## src/rtl/uart_tx.sv

```systemverilog
// uart_tx: 8-bit even-parity UART transmitter (1 or 2 stop bits) with a one-byte holding register.
// Latency: accept at edge k drives start bit at edge k+1 when idle; o_ready low while a byte is held.
`timescale 1ns/1ps
module uart_tx #(
    parameter int p_clk_freq  = 50000000,
    parameter int p_baud_freq = 115200,
    parameter int p_stop_bits = 1
) (
    input  logic       i_clk,
    input  logic       i_rst,
    input  logic [7:0] i_data,
    input  logic       i_valid,
    output logic       o_ready,
    output logic       o_tx,
    output logic       o_busy,
    output logic       o_done
);
    localparam int                  lp_div      = p_clk_freq / p_baud_freq;
    localparam int                  lp_cnt_w    = (lp_div > 2) ? $clog2(lp_div) : 1;
    localparam logic [lp_cnt_w-1:0] lp_cnt_max  = lp_cnt_w'(lp_div - 1);
    localparam logic [lp_cnt_w-1:0] lp_cnt_one  = lp_cnt_w'(1);
    localparam logic                lp_two_stop = (p_stop_bits == 2);

    localparam logic [2:0] S_IDLE   = 3'd0;
    localparam logic [2:0] S_START  = 3'd1;
    localparam logic [2:0] S_DATA   = 3'd2;
    localparam logic [2:0] S_PARITY = 3'd3;
    localparam logic [2:0] S_STOP   = 3'd4;

    logic [2:0]          r_state;
    logic [lp_cnt_w-1:0] r_cnt;
    logic [2:0]          r_idx;
    logic [7:0]          r_shift;
    logic                r_parity;
    logic                r_stop_idx;
    logic                r_hold_valid;
    logic [7:0]          r_hold_data;
    logic                r_tx;
    logic                r_done;

    logic w_accept;
    logic w_bit_end;
    logic w_stop_end;
    logic w_load;

    assign w_accept   = i_valid & ~r_hold_valid;
    assign w_bit_end  = (r_cnt == lp_cnt_max);
    assign w_stop_end = w_bit_end & (r_stop_idx == lp_two_stop);
    // A held byte starts from IDLE, or straight out of the last stop bit with no idle cycle.
    assign w_load     = r_hold_valid &
                        ((r_state == S_IDLE) | ((r_state == S_STOP) & w_stop_end));

    always_ff @(posedge i_clk) begin
        if (!i_rst) begin
            r_hold_valid <= 1'b0;
            r_hold_data  <= 8'd0;
        end else if (w_load) begin
            r_hold_valid <= 1'b0;
        end else if (w_accept) begin
            r_hold_valid <= 1'b1;
            r_hold_data  <= i_data;
        end
    end

    always_ff @(posedge i_clk) begin
        if (!i_rst) begin
            r_state    <= S_IDLE;
            r_cnt      <= '0;
            r_idx      <= 3'd0;
            r_shift    <= 8'd0;
            r_parity   <= 1'b0;
            r_stop_idx <= 1'b0;
            r_tx       <= 1'b1;
            r_done     <= 1'b0;
        end else begin
            r_cnt  <= ((r_state == S_IDLE) || w_bit_end) ? '0 : r_cnt + lp_cnt_one;
            r_done <= (r_state == S_STOP) & w_stop_end;
            if (w_load) begin
                r_state    <= S_START;
                r_shift    <= r_hold_data;
                r_parity   <= ^r_hold_data;
                r_idx      <= 3'd0;
                r_stop_idx <= 1'b0;
                r_tx       <= 1'b0;
            end else begin
                case (r_state)
                    S_START: begin
                        if (w_bit_end) begin
                            r_state <= S_DATA;
                            r_idx   <= 3'd0;
                            r_tx    <= r_shift[0];
                        end
                    end
                    S_DATA: begin
                        if (w_bit_end) begin
                            if (r_idx == 3'd7) begin
                                r_state <= S_PARITY;
                                r_tx    <= r_parity;
                            end else begin
                                r_idx <= r_idx + 3'd1;
                                r_tx  <= r_shift[r_idx + 3'd1];
                            end
                        end
                    end
                    S_PARITY: begin
                        if (w_bit_end) begin
                            r_state    <= S_STOP;
                            r_stop_idx <= 1'b0;
                            r_tx       <= 1'b1;
                        end
                    end
                    S_STOP: begin
                        if (w_bit_end) begin
                            if (w_stop_end) begin
                                r_state <= S_IDLE;
                                r_tx    <= 1'b1;
                            end else begin
                                r_stop_idx <= 1'b1;
                            end
                        end
                    end
                    default: begin
                        r_state <= S_IDLE;
                        r_tx    <= 1'b1;
                    end
                endcase
            end
        end
    end

    assign o_ready = ~r_hold_valid;
    assign o_tx    = r_tx;
    assign o_busy  = (r_state != S_IDLE);
    assign o_done  = r_done;

endmodule

```

## config.mk

```make
export PLATFORM = sky130hd
export DESIGN_NAME = uart_tx
export DESIGN_NICKNAME = d
export VERILOG_FILES = /design/src/rtl/uart_tx.sv
export SDC_FILE = /design/constraint.sdc
export NUM_CORES = 1
export LEC_CHECK = 0
export ABC_AREA = 0
export BUFFER_PORTS_ARGS = -buffer_cell sky130_fd_sc_hd__buf_2
export CORE_UTILIZATION = 63
export CTS_CLUSTER_DIAMETER = 50
export DETAILED_ROUTE_END_ITERATION = 12
export PLACE_DENSITY = 0.8
export SLEW_MARGIN = 20
export SYNTH_ARGS = -nofsm -noshare
export SYNTH_HDL_FRONTEND = slang
export SYNTH_SLANG_ARGS = --single-unit
```

## constraint.sdc

```tcl
create_clock -name i_clk -period 4.3 [get_ports i_clk]
set_input_delay 0.43 -clock i_clk [delete_from_list [all_inputs] [get_ports i_clk]]
set_output_delay 0.43 -clock i_clk [all_outputs]
set_load 0.005 [all_outputs]
```

==> impl_results.md, run 1 <==
* Utilization after layout at 70.1%
* Hold_sp: i_data[1]
* Commonest cells post-synth: 36 x dfxtp_1, 22 x nor2_1, 16 x nand3_1, 12 x a21oi_1, 10 x nand2_1
* Reg-to-Reg Start: r_cnt[0]$_SDFF_PP0_
* Crit path top cell by count: nand3_1
* Kind of cell adding the most delay to the critical path: simple AND/OR/NAND/NOR gates
* CTS tree: built
* GPL Wtd Cong at 0.892
* PwrDens at 323 nW/um^2
* R2r setup slk at approximately 2200 ps
* Data arrival, critical path at 2340 ps
* Area of the multi-input gates at 998 sq um
* Power Total at 0.620 mW
* Slew Limit Headroom at 37.7%
* Mapped Nets at 214
* Nets at 225
* Max-cap violations at 0
* Post-Syn Area at 1800 sq um
* Die footprint at 3080 sq um
* DRT Wirelength at 3700 um
* Fin Setup TNS at 0 ps
* CP max stage delay at 440 ps
* PortBufs at 14
* Share of synthesized flip-flops with an asynchronous set or reset at 0%
* CTS Hold Bufs at 0
* CP max FO at 12
* Max clock buf depth at 2
* Routed WL per cell at 15.3 um
* Remaining DRCs at 0
* Final Cycle Share at 49.3%
* Yosys top cell by area: dfxtp_1
* Residual antenna-violating net count after detailed routing at 0
* Synth Flop Type: dfxtp_1
* ANT cells at 0
* # setup viols final at 0
* P&R area growth vs syn at 6.39%
* Starting Density at 65.9%
* Top cells by area, synth: dfxtp_1 40%, mux2i_1 5.0%, nor2_1 4.6%
* Hold Path End: r_hold_data[1]$_SDFFE_PN0P_
* Worst skew pair latency at 350 ps
* Vias at about 1,500
* Root Buffer: clkbuf_4
* Seq cells post-synth at 36
* Worst r2r dst: r_stop_idx$_SDFFE_PP0P_
* PostCTS Resize Cnt at 0
* Hold Crit Class: in2reg
* Critical setup path kind: reg2reg
* Clock Sinks at 36
* Count of filler cells inserted in the layout at 237
* Routed vias/inst at 6.17
* Max Freq at 0.472 GHz
* Most numerous cell in the Yosys netlist: dfxtp_1
* Slowest library cell on the worst path: dfxtp_1
* Layout cells sized above 1 at 16.6%
* Hold Path Cell Cnt at 3
* TritonCTS Buffers at 5
* Static leakage at 0.705 nW
* Clock period minus worst slack at 2120 ps
* Post-synth EDFFs at 0
* CP endpoint kind: flip-flop
* Mapped Cells at 199
* CP Cell Sequence: ha_1, and4b_1, nand3_1, nand3_1, a311oi_1
* Worst hold slack at 313 ps
* Cell variety after synth at 49
* Clk_skew at 4.37 ps
* Pins Over Slew Limit at 0
* Sequential fraction of the synthesis area at 40.0%
* Hold Vio Cnt, Final at 0
* CP startpoint kind: flip-flop
* Ys Warns at 0
* Least-Margin Pin Slew at 933 ps
* Iteration-0 DRC Markers at 62
* Clock Pin Slew Worst Setup and Hold Paths at 110 ps
* RSZ-0062 raised after global routing: no
* Buffers & Inverters on Critical Path at 0
* Core Rows at 19
* Global-route wire length before repair at 6400 um
* FF/Latch Area at 721 sq um
* Post-DP HPWL at 2640 um
* Drt pass-1 iters at 4
* Die width at 55.5 um
* Vias in the first global route at 1,414
* H-tree lvl count at 2
* Peak supply drop at 0.000316 V
* Top cell type's share of synthesized area at 40.0%
* Largest net degree at the start of global routing at 20
* Core Region at 2730 sq um
* Initial antenna violation count at 0
* CP Data Required Time at 4520 ps
* Reg2Reg Depth at 5
* Setup Buffers After CTS at 0
* Status: completed
* GRT Util Overall at a little over a quarter
* Syn avg cell area at 9.05 sq um
* Die Span Y at 55.5 um
* Remaining Overflow, GRT at 0
* Io pins at 15
==> kinds of logic (layout without fill, tap and decap cells) <==
logic type,after synthesis,count (layout),synth area share (%)
buffers and inverters,17,29,4.52
multiplexers,12,12,7.51
AND/OR/NAND/NOR,78,78,23.8
flip-flops,36,36,40.0
AO/OA/AOI/OAI,37,37,14.0
XOR/XNOR,15,15,7.30
adder cells (fa/ha/maj),4,4,2.78
==> worst reg2reg max path, stage by stage (launching register included) <==
cell and delay [ps]:
dfxtp_1 440, ha_1 180, and4b_1 430, nand3_1 420
nand3_1 420, a311oi_1 80
==> sequential cells by signal, summed over array words and instances, names as in the netlist <==
register	count
r_stop_idx	1
r_parity	1
r_hold_valid	1
r_cnt	9
o_tx	1
r_hold_data	8
r_state	3
r_shift	8
o_done	1
r_idx	3
==> power by group <==
group / total [mW] / internal [mW] / switching (mW)
clock: 0.192 / 0.0777 / 0.114
combinational: 0.0697 / 0.0333 / 0.0364
sequential: 0.358 / 0.345 / 0.0129
total: 0.620 / 0.456 / 0.164
==> metal layers <==
layer	share of wire, %	GRT usage, %	vias up
li1	-	-	726
met1	45	34.7	705
met2	47	41.5	51
met3	5.7	5.39	10
met4	2.5	14.3	0
met5	0	0	-
==> through the flow <==
| step | instances | setup WS (ps) | instance area, sq um |
|---|---|---|---|
| CTS | 242 | 2210 | 1920 |
| detailed placement | 234 | 2240 | 1850 |
| global route | 242 | 1950 | 1920 |
| global placement | 234 | 2280 | 1850 |
| floorplan | 199 | 2440 | 1800 |
| finish | 242 | 2180 | 1920 |
==> placed cells by master (no fill, tap or decap), drive strengths merged, types with 3 or more instances in the layout <==
cell type   n
dfxtp      36
xor2        7
nor2b       7
nor2       22
clkbuf      6
mux2i       9
nand4       3
ha          4
a21oi      13
nand2      11
o21ai       9
clkinv      3
xnor2       8
nand3      16
inv         6
buf        14
nor3        4
==> final cells by class <==
cell class | count | share of cell area, %
Clock inverter | 2 | 0.523
Inverter | 7 | 1.37
Clock buffer | 6 | 2.68
Tap cell | 31 | 2.02
Sequential cell | 36 | 37.6
Multi-Input combinational cell | 146 | 52.1
Timing Repair Buffer | 14 | 3.66
==> worst max path at each step <==
stage / startpoint / to / slack [ps] / cells past startpoint
final: r_cnt[0]$_SDFF_PP0_ / r_stop_idx$_SDFFE_PP0P_ / 2180 / 5
after global routing: r_cnt[1]$_SDFF_PP0_ / r_stop_idx$_SDFFE_PP0P_ / 1950 / 6
after CTS: r_cnt[1]$_SDFF_PP0_ / r_stop_idx$_SDFFE_PP0P_ / 2210 / 6
after detailed placement: r_cnt[1]$_SDFF_PP0_ / r_stop_idx$_SDFFE_PP0P_ / 2240 / 6
after global placement: r_idx[0]$_SDFFE_PP0P_ / r_idx[2]$_SDFFE_PP0P_ / 2280 / 6
after floorplan: r_idx[0]$_SDFFE_PP0P_ / o_tx$_SDFFE_PN1P_ / 2440 / 5
Note: power is estimated with default switching activity, not from simulation.
==> inputs of run 2 (changes only) <==
ABC_AREA = 1   (was 0)
CORE_UTILIZATION = 59   (was 63)
PLACE_DENSITY = 0.76   (was 0.8)
clock period = 2.2 ns   (was 4.3 ns; I/O delays follow)
==> run 2 against run 1 <==
  * Final cell count increased by 35%
  * Die area increased by 14%
  * Highest routed layer unchanged
  * Clock skew increased by 2.6 ps
  * First-iteration DRC count decreased by 19%
  * Worst setup slack got worse by 1500 ps
  * Largest power group unchanged
  * Routed wire length decreased by 9.2%
  * Largest cell class unchanged
  * Area after synthesis increased by 7.7%
  * Non-clock buffer count increased by 1
==> impl_results.md, run 2 <==
* RSZ-0062 raised after global routing: no
* Syn avg cell area at 7.35 sq um
* CP startpoint kind: flip-flop
* Met2 usage at 34.2%
* H-tree lvl count at 2
* Iteration-0 DRC Markers at 50
* Mapped Nets at between 200 and 300
* XOR/XNOR share of the synthesized area at 4.06%
* Largest Register: r_cnt
* Mapped Cells at around 260
* Slowest library cell on the worst path: dfxtp_1
* PostCTS Resize Cnt at 0
* Slew Limit Headroom at 74.2%
* Hold Vio Cnt, Final at 0
* ANT cells at 0
* Post-Syn Area at 1940 sq um
* PortBufs at 14
* CP endpoint kind: flip-flop
* CTS Hold Bufs at 0
* Vias at 1,583
* Global-route wire length before repair at 5780 um
* Largest family of logic cells by synthesized area: simple AND/OR/NAND/NOR gates
* CP Cell Sequence: ha_1, nand2_1, inv_1, nand2_2, nor2_8, nand3_4, nand2_8, nand2_8, nand2_2, nor2_1
* Die Span Y at between 50 and 60 um
* Worst skew pair latency at 340 ps
* Layout cells sized above 1 at roughly a fifth
* Sequential fraction of the synthesis area at about 37%
* Clock period minus worst slack at between 1500 and 2000 ps
* Post-synth EDFFs at 0
* Max clock buf depth at 2
* Starting Density at 63.0%
* Commonest cells post-synth: 50 x nand2_1, 41 x nor2_1, 36 x dfxtp_1, 30 x inv_1, 15 x nor2_2
* Nets at approximately 300
* Die width at 59.3 um
* Clock Sinks at 36
* Static leakage at approximately 0.94 nW
* Top cells by area, synth: dfxtp_1 37%, nand2_1 9.7%, nor2_1 7.9%
* Largest net degree at the start of global routing at 23
* Vias in the first global route at between 1,000 and 1,500
* PwrDens at 899 nW/um^2
* Ys Warns at 0
* Root Buffer: clkbuf_4
* Clk_skew at around 7.0 ps
* Post-synthesis mux area share at 0%
* Max Freq at 0.661 GHz
* Most common cell after layout, fill and taps aside: nand2_1
* Max-cap violations at 0
* Most numerous cell in the Yosys netlist: nand2_1
* Die footprint at 3520 sq um
* Drt pass-1 iters at 4
* P&R area growth vs syn at 9.03%
* Status: completed
* # setup viols final at 0
* Fin Setup TNS at 0 ps
* CP max stage delay at 390 ps
* Yosys top cell by area: dfxtp_1
* Final Cycle Share at 68.7%
* Data arrival, critical path at 1750 ps
* Post-DP HPWL at 2630 um
* Pins Over Slew Limit at 0
* Biggest regs: r_cnt x9, r_hold_data x8, r_shift x8
* Routed vias/inst at around 4.9
* DRT Wirelength at 3360 um
* Peak supply drop at 0.000453 V
* Synth Flop Type: dfxtp_1
* Core Region at 3080 sq um
* GRT Util Overall at 22.2%
* Global routing's busiest layer: met2
* Utilization after layout at 68.7%
* Commonest non-fill, non-tap cells in the layout: 50 x nand2_1, 41 x nor2_1, 36 x dfxtp_1
* Post-synthesis adder-cell area fraction at under 10%
* Setup Buffers After CTS at 0
* TritonCTS Buffers at 5
* Cell variety after synth at 30
* GPL Wtd Cong at roughly 0.85
* Critical setup path kind: reg2reg
* Remaining Overflow, GRT at 0
* Remaining DRCs at 0
* Initial antenna violation count at 0
* Hold Crit Class: in2reg
* CP Data Required Time at roughly 2400 ps
* Complex-gate fraction of the synthesized area at 6.13%
* Least-Margin Pin Slew at just under 400 ps
* Core Rows at 20
* Top cell type's share of synthesized area at between 30 and 40%
* Seq cells post-synth at 36
* CTS tree: built
* Residual antenna-violating net count after detailed routing at 0
* Met1 usage at 28.7%
* Number of flip-flops in the largest register at 9
* Clock Pin Slew Worst Setup and Hold Paths at ~100 ps
* Io pins at 15
* Routed WL per cell at 10.3 um
* CP max FO at 9
* Share of synthesized flip-flops with an asynchronous set or reset at 0%
* Met3 usage at 4.59%
* Simple-gate share of the synthesized area at 41.5%
* Worst hold slack at 95.2 ps
[run 2: path summary, 6_finish.rpt]
kind                                  to                start  cells after the start  slack, ps
max                r_idx[1]$_SDFFE_PP0P_  r_cnt[0]$_SDFF_PP0_                     10        690
min          r_hold_data[6]$_SDFFE_PN0P_            i_data[6]                      3        100
max reg2reg        r_idx[1]$_SDFFE_PP0P_  r_cnt[0]$_SDFF_PP0_                     10        690
min reg2reg            o_tx$_SDFFE_PN1P_    o_tx$_SDFFE_PN1P_                      2        470
[run 2: cells by family after synthesis]
family                   Yosys count
AND/OR/NAND/NOR                  153
buffers and inverters             39
flip-flops                        36
adder cells (fa/ha/maj)            4
AO/OA/AOI/OAI                     23
XOR/XNOR                           9
[run 2: per-stage QoR]
step | power (mW) | area [sq um] | cells | setup slack, ps
after global routing | 2.05 | 2110 | 326 | 515
after global placement | 1.52 | 2050 | 319 | 712
after detailed placement | 1.53 | 2050 | 319 | 676
final | 1.90 | 2110 | 326 | 688
after CTS | 1.92 | 2110 | 326 | 665
after floorplan | 1.39 | 1940 | 264 | 832
[run 2: area by class of cell]
class / count / area, sq um
fillers: 290 / 963
flip-flops and latches: 36 / 721
inverters: 35 / 144
clock buffers: 7 / 65.1
well taps: 44 / 55.1
multi-input cells: 189 / 1050
repair buffers: 15 / 77.6
[run 2: report_power, final]
part	switching, mW	internal [mW]	leakage [nW]
logic	0.431	0.265	0.605
clock network	0.208	0.181	0.0374
registers	0.0769	0.740	0.294
total	0.715	1.19	0.936
[run 2: critical path: cells and delay by family (launching register included)]
kind,cells,cell delay (ps)
DFF,1,390
adders and majority gates,1,180
buffers and inverters,1,60
and+or+nand+nor,8,780
[run 2: metal layers]
metal	wire length, um	vias to the layer above
met5	0	-
met3	118	8
met4	76	0
met2	1490	24
li1	-	866
met1	1680	685
==> inputs of run 3 (changes only) <==
clock period = 1.5 ns   (was 2.2 ns; I/O delays follow)
==> run 3 against run 2 <==
  * Clock skew fell by 3.2 ps
  * Clock-buffer cell count fell by 1
  * Sequential share of layout area fell by 1.8 points
  * Combinational power rose by 65%
  * Routed wire length rose by 11%
  * Non-clock buffer count rose by 8
  * Worst hold slack got worse by 68 ps
  * Critical endpoint is now r_shift[6]$_SDFFE_PN0P_
==> impl_results.md, run 3 (same netlist as run 2, synthesis figures left out) <==
* Status: completed
* Initial antenna violation count at 0
* Final Cycle Share at 98.4%
* Die Span Y at 59.3 um
* Reg2Reg Depth at 12
* Pins Over Slew Limit at 0
* RSZ-0062 raised after global routing: yes
* CP startpoint kind: flip-flop
* Sw Pwr at 1.15 mW
* Vias at 1,669
* Root Buffer: clkbuf_4
* Clock period minus worst slack at 1480 ps
* Post-Layout Cell Count at between 300 and 400
* Remaining DRCs at 0
* TritonCTS Buffers at 5
* Core Rows at 20
* Slew Limit Headroom at 78.4%
* Max-cap violations at 0
* Fin Setup TNS at 0 ps
* Data arrival, critical path at around 1800 ps
* # setup viols final at 0
* Largest Register: r_cnt
* Worst skew pair latency at 340 ps
* Least-Margin Pin Slew at 323 ps
* Most common cell after layout, fill and taps aside: nand2_1
* Clock Sinks at 36
* Clk_skew at 3.86 ps
* Crit path from: r_cnt[1]$_SDFF_PP0_
* ANT cells at 0
* Number of flip-flops in the largest register at 9
* Largest net degree at the start of global routing at 22
* Remaining Overflow, GRT at 0
* Clock Pin Slew Worst Setup and Hold Paths at 110 ps
* Placed Cells at 324
* Buffers & Inverters on Critical Path at 3
* Post-DP HPWL at 2690 um
* Routed WL per cell at between 10 and 15 um
* GRT Util Overall at between 20% and 30%
* Slowest library cell on the worst path: dfxtp_2
* Switching share of power at about 40%
* Nets at around 300
* PortBufs at 14
* Residual antenna-violating net count after detailed routing at 0
* Vias in the first global route at 1,509
* Place WS at 30.4 ps
* Max clock buf depth at 2
* Drt pass-1 iters at 4
* Die footprint at 3520 sq um
* Flop pwr share at 41.7%
* Layout cells sized above 1 at 29.1%
* CTS tree: built
* Final setup margin at 23.5 ps
* CP Cell Sequence: inv_2, ha_4, nand2_4, inv_2, nand2_4, nor2_8, nand3_4, nand2_8, nand2_8, clkinv_8, nor2_2, nor2_2
* Die width at slightly below 60 um
* R2r setup slk at approximately 24 ps
* Iteration-0 DRC Markers at 90
* Static leakage at 1.02 nW
* Kind of cell adding the most delay to the critical path: simple AND/OR/NAND/NOR gates
* Commonest non-fill, non-tap cells in the layout: 46 x nand2_1, 35 x nor2_1, 33 x dfxtp_1
* Critical path depth at 12
* Cell Int Power at 1.76 mW
* DRT Wirelength at roughly 3700 um
* PwrDens at 1290 nW/um^2
* CP max stage delay at 350 ps
* H-tree lvl count at 2
* Core Region at 3080 sq um
* Reg-to-Reg Start: r_cnt[1]$_SDFF_PP0_
* Biggest regs: r_cnt x9, r_hold_data x8, r_shift x8
* Routed vias/inst at 4.97
* Max Freq at 0.677 GHz
* Io pins at 15
* CP max FO at 8
* Peak supply drop at 0.000601 V
* Worst r2r dst: r_shift[6]$_SDFFE_PN0P_
* Clock share of power at between 10% and 20%
* Logic gate share of total power at 39.5%
* CP Data Required Time at 1790 ps
* P&R area growth vs syn at 15.8%
* CP endpoint kind: flip-flop
* Hold Vio Cnt, Final at 0
* Critical setup path kind: reg2reg
* Count of filler cells inserted in the layout at 260
* Starting Density at around 63%
* Power Total at a little under 3 mW
* Hold Crit Class: in2reg
* Worst setup path end: r_shift[6]$_SDFFE_PN0P_
* Global-route wire length before repair at approximately 6200 um
* GPL Wtd Cong at 0.835
[run 3: cell types whose count changed in the layout (fill, tap and decap cells not counted), moves of 2 or more]
cell / change
buf_4: +8
nor2_1: -6
nor2_2: +6
nand2_1: -4
nand2_4: +4
dfxtp_1: -3
dfxtp_2: +3
clkinv_2: +2
inv_1: -2
inv_2: +2
[run 3: worst min-delay path: stages]
cell and delay, ps:
buf_2 70, nor2_1 30, nor2_1 80
[run 3: area by class of cell]
| class | instances | area, sq um | share of cell area [%] |
|---|---|---|---|
| Sequential cell | 36 | 724 | 32.3 |
| Tap cell | 44 | 55.1 | 2.45 |
| Timing Repair Buffer | 23 | 138 | 6.13 |
| Inverter | 35 | 144 | 6.41 |
| Multi-Input combinational cell | 190 | 1120 | 50.0 |
| Clock inverter | 2 | 10.0 | 0.446 |
| Clock buffer | 6 | 51.3 | 2.28 |
[run 3: power by group through the flow]
stage	combinational [mW]	clock, mW	sequential [mW]
6_report	1.15	0.547	1.21
5_1_grt	1.29	0.603	1.22
2_1_floorplan	0.845	0	1.20
3_5_place_dp	1.05	0	1.22
4_1_cts	1.06	0.568	1.20
3_3_place_gp	1.03	0	1.21
[run 3: per-layer routing]
layer | routed length, um | up-vias | track usage, %
met1 | 1730 | 734 | 29.1
met3 | 165 | 12 | 6.99
met4 | 72 | 0 | 8.84
li1 | - | 879 | -
met5 | 0 | - | 0
met2 | 1760 | 44 | 39.2
[run 3: worst min path at each step]
| stage | endpoint | startpoint | cells after the start |
|---|---|---|---|
| after global placement | r_hold_data[5]$_SDFFE_PN0P_ | i_data[5] | 3 |
| after global routing | r_hold_data[6]$_SDFFE_PN0P_ | i_data[6] | 3 |
| after CTS | r_hold_data[7]$_SDFFE_PN0P_ | i_data[7] | 3 |
| final | r_hold_data[6]$_SDFFE_PN0P_ | i_data[6] | 3 |
| after detailed placement | r_hold_data[7]$_SDFFE_PN0P_ | i_data[7] | 3 |
| after floorplan | r_hold_data[4]$_SDFFE_PN0P_ | i_data[4] | 2 |
[run 3: timing repair]
action	in CTS	in global routing
gates cloned	0	1
hold buffers	0	0
setup endpoints to repair	1	25
gates resized for setup	1	20
pin swaps	0	7
setup buffers	0	3
[run 3: stage by stage]
stage               hold WS [ps]  utilization, %  instance area, sq um
floorplan                    285               -                  1940
global placement             371            67.8                  2090
detailed placement           376            67.8                  2090
CTS                         15.4            70.0                  2150
global route                18.8            73.0                  2250
finish                      26.9            73.0                  2250
